## src/rtl/switch_debounce.sv

```systemverilog
// switch_debounce: two-flop synchroniser plus tick-sampled per-bit debounce for the slide switches.
// Optional sticky per-bit change flags (chg_clr/chg_mask) are built only when SWDB_STICKY_EN is defined.

module swdb_bit #(
  parameter int STABLE_CNT = 4
) (
  input  logic switclk,
  input  logic switrst,
  input  logic tick,
  input  logic s2,
  output logic stable,
  output logic flip
);
  localparam int CW = $clog2(STABLE_CNT + 1);
  localparam logic [CW-1:0] CNT_LAST = CW'(STABLE_CNT - 1);

  logic [CW-1:0] cnt_q, cnt_d;
  logic          stable_q, stable_d;

  // Any tick that sees the old level restarts the run of differing samples.
  always_comb begin
    cnt_d    = cnt_q;
    stable_d = stable_q;
    flip     = 1'b0;
    if (tick) begin
      if (s2 == stable_q) begin
        cnt_d = '0;
      end else if (cnt_q == CNT_LAST) begin
        stable_d = s2;
        cnt_d    = '0;
        flip     = 1'b1;
      end else begin
        cnt_d = cnt_q + CW'(1);
      end
    end
  end

  always_ff @(posedge switclk) begin
    if (switrst) begin
      cnt_q    <= '0;
      stable_q <= 1'b0;
    end else begin
      cnt_q    <= cnt_d;
      stable_q <= stable_d;
    end
  end

  assign stable = stable_q;
endmodule

module switch_debounce #(
  parameter int WIDTH      = 16,
  parameter int TICK_DIV   = 100000,
  parameter int STABLE_CNT = 4
) (
  input  logic             switclk,
  input  logic             switrst,
  input  logic [WIDTH-1:0] sw_raw,
  output logic [WIDTH-1:0] sw_stable,
  output logic             sw_changed,
  output logic             sample_tick
`ifdef SWDB_STICKY_EN
  ,
  input  logic             chg_clr,
  output logic [WIDTH-1:0] chg_mask
`endif
);
  localparam int PW = $clog2(TICK_DIV);
  localparam logic [PW-1:0] PRE_LAST = PW'(TICK_DIV - 1);

  logic [WIDTH-1:0] s1_q, s1_d, s2_q, s2_d;
  logic [PW-1:0]    presc_q, presc_d;
  logic             tick_q, tick_d;
  logic             changed_q, changed_d;
  logic [WIDTH-1:0] flip, stable_bits;

  always_comb begin
    s1_d      = sw_raw;
    s2_d      = s1_q;
    presc_d   = (presc_q == PRE_LAST) ? '0 : presc_q + PW'(1);
    tick_d    = (presc_q == PRE_LAST);
    changed_d = |flip;
  end

  always_ff @(posedge switclk) begin
    if (switrst) begin
      s1_q      <= '0;
      s2_q      <= '0;
      presc_q   <= '0;
      tick_q    <= 1'b0;
      changed_q <= 1'b0;
    end else begin
      s1_q      <= s1_d;
      s2_q      <= s2_d;
      presc_q   <= presc_d;
      tick_q    <= tick_d;
      changed_q <= changed_d;
    end
  end

  // Every bit debounces independently against the shared tick.
  for (genvar i = 0; i < WIDTH; i++) begin : g_bit
    swdb_bit #(.STABLE_CNT(STABLE_CNT)) u_bit (
      .switclk (switclk),
      .switrst (switrst),
      .tick    (tick_q),
      .s2      (s2_q[i]),
      .stable  (stable_bits[i]),
      .flip    (flip[i])
    );
  end

  assign sw_stable   = stable_bits;
  assign sw_changed  = changed_q;
  assign sample_tick = tick_q;

`ifdef SWDB_STICKY_EN
  logic [WIDTH-1:0] chg_mask_q, chg_mask_d;

  // A bit flipping in the clear cycle keeps its flag; all others drop.
  always_comb chg_mask_d = chg_clr ? flip : (chg_mask_q | flip);

  always_ff @(posedge switclk) begin
    if (switrst) chg_mask_q <= '0;
    else         chg_mask_q <= chg_mask_d;
  end

  assign chg_mask = chg_mask_q;
`endif
endmodule

```

## config.mk

```make
export PLATFORM = sky130hd
export DESIGN_NAME = switch_debounce
export DESIGN_NICKNAME = d
export VERILOG_FILES = /design/src/rtl/switch_debounce.sv
export SDC_FILE = /design/constraint.sdc
export NUM_CORES = 1
export LEC_CHECK = 0
export BUFFER_PORTS_ARGS = -buffer_cell sky130_fd_sc_hd__clkbuf_2
export CORE_MARGIN = 2
export CORE_UTILIZATION = 40
export DETAILED_ROUTE_END_ITERATION = 6
export SYNTH_ARGS = -nofsm -noshare
export SYNTH_HDL_FRONTEND = slang
export SYNTH_HIERARCHICAL = 1
export SYNTH_SLANG_ARGS = --single-unit
```

## constraint.sdc

```tcl
create_clock -name switclk -period 3.9 [get_ports switclk]
set_input_delay 0.39 -clock switclk [delete_from_list [all_inputs] [get_ports switclk]]
set_output_delay 0.39 -clock switclk [all_outputs]
set_load 0.02 [all_outputs]
```

## Yosys cells after proc, flatten, opt, wreduce, memory -nomap -nowiden

Cells that the tools add are included.

| operators by class | value |
|---|---|
| reduce and logical (&&, ||, !) cells | 18 |
| shift operators | 0 |
| muxes and demuxes | 80 |
| div/mod/pow operators | 0 |
| $mul | 0 |
| add/subtract/negate cells | 17 |
| eq/ne operators | 33 |
| order comparisons | 0 |
| bitwise gates (word level) | 16 |

Operators by type and width:

| cell | number |
|---|---|
| 2-to-1 mux 3 bit | 32 |
| adder 3 x 1 -> 3 bit, second input constant | 16 |
| equality test 3 x 2 -> 1 bit, second input constant | 16 |
| 2-to-1 mux 1 bit | 48 |
| AND reduction 3 bit | 16 |
| adder 17 x 1 -> 17 bit, second input constant | 1 |
| equality test 17 bit, second input constant | 1 |
| equality test 1 bit | 16 |
| inverter 1 bit | 16 |
| OR reduction 16 bit | 1 |
| OR reduction 2 bit | 1 |

| storage, ports and cells | value |
|---|---|
| bits in read-only memories | 0 |
| register bits | 115 |
| input port bits | 18 |
| latch bits | 0 |
| output and inout port bits | 18 |
| memories kept | 0 |
| RAM bits | 0 |
| logic and storage cells | 201 |

## Depth between registers and ports, before layout

| logic depth | value |
|---|---|
| word-level depth | 5 |
| depth in mapped cells | 7 |

## Cells and area by module

Netlist, hierarchy kept.

By module, submodules not included:

| module | cells each | times used | area each (um2) |
|---|---|---|---|
| swdb_bit | 20 | 16 | 191.4 |
| switch_debounce | 163 | 1 | 1704.1 |

## Worst setup path before layout

No wires, ideal clock.

| timing | value |
|---|---|
| path kind | register to register |
| from | register tick_q (netlist: sample_tick) |
| to | register changed_q (netlist: sw_changed) |
| data required time | 3.819 ns |
| cell stages (with the launch flop) | 5 |
| period minus slack after synthesis | 2.390 ns |
| slack | 1.510 ns |
| arrival time | 2.310 ns |
| path through | dfxtp_1 -> nand3b_1 -> nor2_1 -> nor4_1 -> a41oi_1 |

| between the ends | value |
|---|---|
| word-level cells in the longest chain between the ends | 2 |
| elaborated cells between the ends (all ways) | 17 |
| classes of those cells | 16 x mux; 1 x reduce/logical |

Ends and longest elaborated chain:

| element | line | RTL |
|---|---|---|
| start: declaration | 73 | `logic tick_q, tick_d;` |
| start signal: assignment | 96 | `tick_q <= tick_d;` |
| 2-to-1 mux 1 bit | 25 | `if (tick) begin` |
| named net flip[2] | 75 | `logic [WIDTH-1:0] flip, stable_bits;` |
| OR reduction 16 bit | 82 | `changed_d = \|flip;` |
| end signal: assignment | 97 | `changed_q <= changed_d;` |
| end: declaration | 74 | `logic changed_q, changed_d;` |

The timed path passes the listed nets, and every way through them passes these cells.
A chain may end at the register's enable or synchronous reset.

## Worst setup path in the final report

| timing | value |
|---|---|
| from | register tick_q (netlist: sample_tick) |
| to | output port sample_tick |

RTL lines:

| element | line | RTL |
|---|---|---|
| end: declaration | 61 | `output logic sample_tick` |

No word-level cell between the ends.

==> summary.txt <==
Outcome
  • Status: finished with violations
  • Violated checks: DRC

STA
  • RSZ-0062 raised after global routing: false
  • Final min period: 2.15 ns
  • Rel. slew slack: between 30% and 40%
  • Clock Skews: between 0.007 and 0.008 ns
  • Period utilization: 55.1%
  • Final setup fails: 0
  • Hold Fails Final Rpt: 0
  • Setup TNS: 0 ns
  • FMAX: 465 MHz
  • Slew @ Worst Pin: 1.03 ns
  • Count of pins over their slew limit: 0

Cells and area
  • Commonest non-fill, non-tap cells in the layout: dfxtp_1, nor2_1, nand2b_1
  • Share of post-route cells with drive strength above 1: 13.2%
  • Most common cell after layout, fill and taps aside: dfxtp_1
  • Area delta synth->final: 20.7%
  • Nets: between 500 and 600
  • Core Util, Final: approximately 50%
  • Antenna cells: 0

Power
  • PD cells: approximately 500 nW/um^2
  • Leak: approximately 2.3 nW
  • VDD IR-drop max: 255 uV

Setup path
  • Slowest stage delay, CP: 1.00 ns
  • Max FO, Critical Path: 68
  • R2r startpoint: sample_tick$_SDFF_PP0_
  • Startpoint types: register
  • WS Path Type: reg2out
  • Slowest cell on the critical path: dfxtp_2
  • Top delay family on crit path: flip-flops
  • Buf/Inv on CP: 1
  • Worst Path Required: 3.51 ns
  • Crit path DAT: 1.76 ns
  • Worst setup path startpoint: sample_tick$_SDFF_PP0_
  • Crit path cell chain: clkbuf_2
  • Setup crit end kind: primary output

Drt
  • Via Count: 3467
  • Routed len/inst: 12.8 um
  • Routed Antenna Nets: 0
  • Routed WL: slightly below 9000 um
  • Residual DRC: 1
  • Iteration-0 DRC Markers: 200
  • Post-DR vias/cell: 5.02
  • DRT Pass-1 Iters: 6

Global routing
  • Overflow after GRT: 0
  • First-pass GRT wire length: ~15000 um
  • GR Util All Layers: about 15%
  • Vias in the first global route: between 3000 and 4000
  • Initial antenna violation count: 0
  • Largest net degree at the start of global routing: 69

Clock network
  • CTS clock-pin slew for the worst setup and hold paths: 0.05 ns
  • Cts repair resizes: 0
  • H-tree Lvls: 4
  • Max Root-Sink Buffers: 2
  • Post-CTS setup buffer count: 0
  • Num CTS Buffers: 17
  • Worst skew pair latency: 0.41 ns
  • Root buf cell: clkbuf_16
  • Hold buffer count at CTS: 0
  • TritonCTS clock tree: yes
  • Clock Sinks: between 100 and 150

Floorplan
  • Chip height: approximately 110 um
  • Rows: 39
  • Die area: 12800 sq um
  • Die width: 113 um
  • I/O pin cnt: 36
  • Core area: roughly 12000 sq um
  • Initial core utilization: 41.4%

Yosys
  • Yosys top cell area share: 48.3%
  • Yosys reg bits: 115
  • Top post-synthesis cells by area: dfxtp_1, nand2b_1, ha_1
  • Yosys cell types: 28
  • Largest area contributor in the netlist: dfxtp_1
  • Post-Syn Area: 4770 sq um
  • Syn avg cell area: 9.87 sq um
  • Syn Nets: 518
  • Synth warn: 6
  • Cells after Synth: 483
  • Seq/Total Area, Yosys: 48.3%

Worst hold path
  • Hold Path Origin: sw_raw[11]
  • Worst hold-check path type: in2reg

Place
  • HPWL Detailed: 5740 um
  • Placer Congestion: about 0.8
  • IO buf count: 35

Job
  • Max-cap violations: 0
## per-layer routing
layer / track usage (%) / vias up / wire, um
li1: - / 1792 / -
met1: 17.8 / 1613 / 4140
met2: 24.3 / 43 / 4170
met3: 5.57 / 19 / 340
met4: 6.75 / 0 / 183
met5: 0 / - / 0
## where the power goes
part           switching, mW  internal [mW]
Combinational         0.0321         0.0253
Sequential            0.0124           1.19
Clock                  0.539           1.10
Total                  0.583           2.32
## stage by stage
stage	total power [mW]	instances	area, sq um	setup slack (ns)	hold WS (ns)
floorplan	1.26	483	4770	1.51	0.414
detailed placement	1.29	658	5120	1.85	0.423
CTS	2.94	690	5750	1.73	0.165
global placement	1.29	658	5120	1.92	0.417
global route	3.00	690	5750	1.58	0.172
finish	2.90	690	5750	1.75	0.186
## worst paths after layout
check / to / slack, ns / cells past startpoint
max: sample_tick / 1.75 / 1
min: s1_q[11]$_SDFF_PP0_ / 0.19 / 2
max reg2reg: sw_changed$_SDFF_PP0_ / 1.83 / 5
min reg2reg: s2_q[0]$_SDFF_PP0_ / 0.43 / 1
## cells by family after synthesis
family	synth area share (%)
multiplexers	3.36
flip-flops	48.3
buffers and inverters	0.525
adder cells (fa/ha/maj)	4.46
AND/OR/NAND/NOR	29.3
AO/OA/AOI/OAI	5.75
XOR/XNOR	8.27
## synth_stat cells (all sizes together)
master and count:
mux2i 16, dfxtp 115, buf 2, and3b 16, xor2 23, and4 3, nand4b 16, o31ai 2
ha 17, nor2 51, nor2b 32, nand3 23, clkbuf 3, a41oi 1, or4 2, nand2b 49
nor4 6, nor4b 1, a21oi 34, xnor2 22, o21ai 16, and2 1, nand2 6, nor4bb 2
nand3b 16, nand4 7, inv 1
## flip-flops by register name (all words and copies together) (netlist names)
| register | cells |
|---|---|
| g_bit.u_bit/cnt_q | 48 |
| g_bit.u_bit/stable | 16 |
| presc_q | 17 |
| s1_q | 16 |
| s2_q | 16 |
| sample_tick | 1 |
| sw_changed | 1 |
## final cells by class
| class | instances | area [sq um] |
|---|---|---|
| clock inverters | 13 | 183 |
| flip-flops and latches | 115 | 2300 |
| repair buffers | 37 | 190 |
| inverters | 1 | 3.75 |
| well taps | 143 | 179 |
| clock buffers | 19 | 453 |
| fillers | 1080 | 5760 |
| multi-input cells | 362 | 2440 |
No activity file was read; power rests on OpenSTA's default activity.
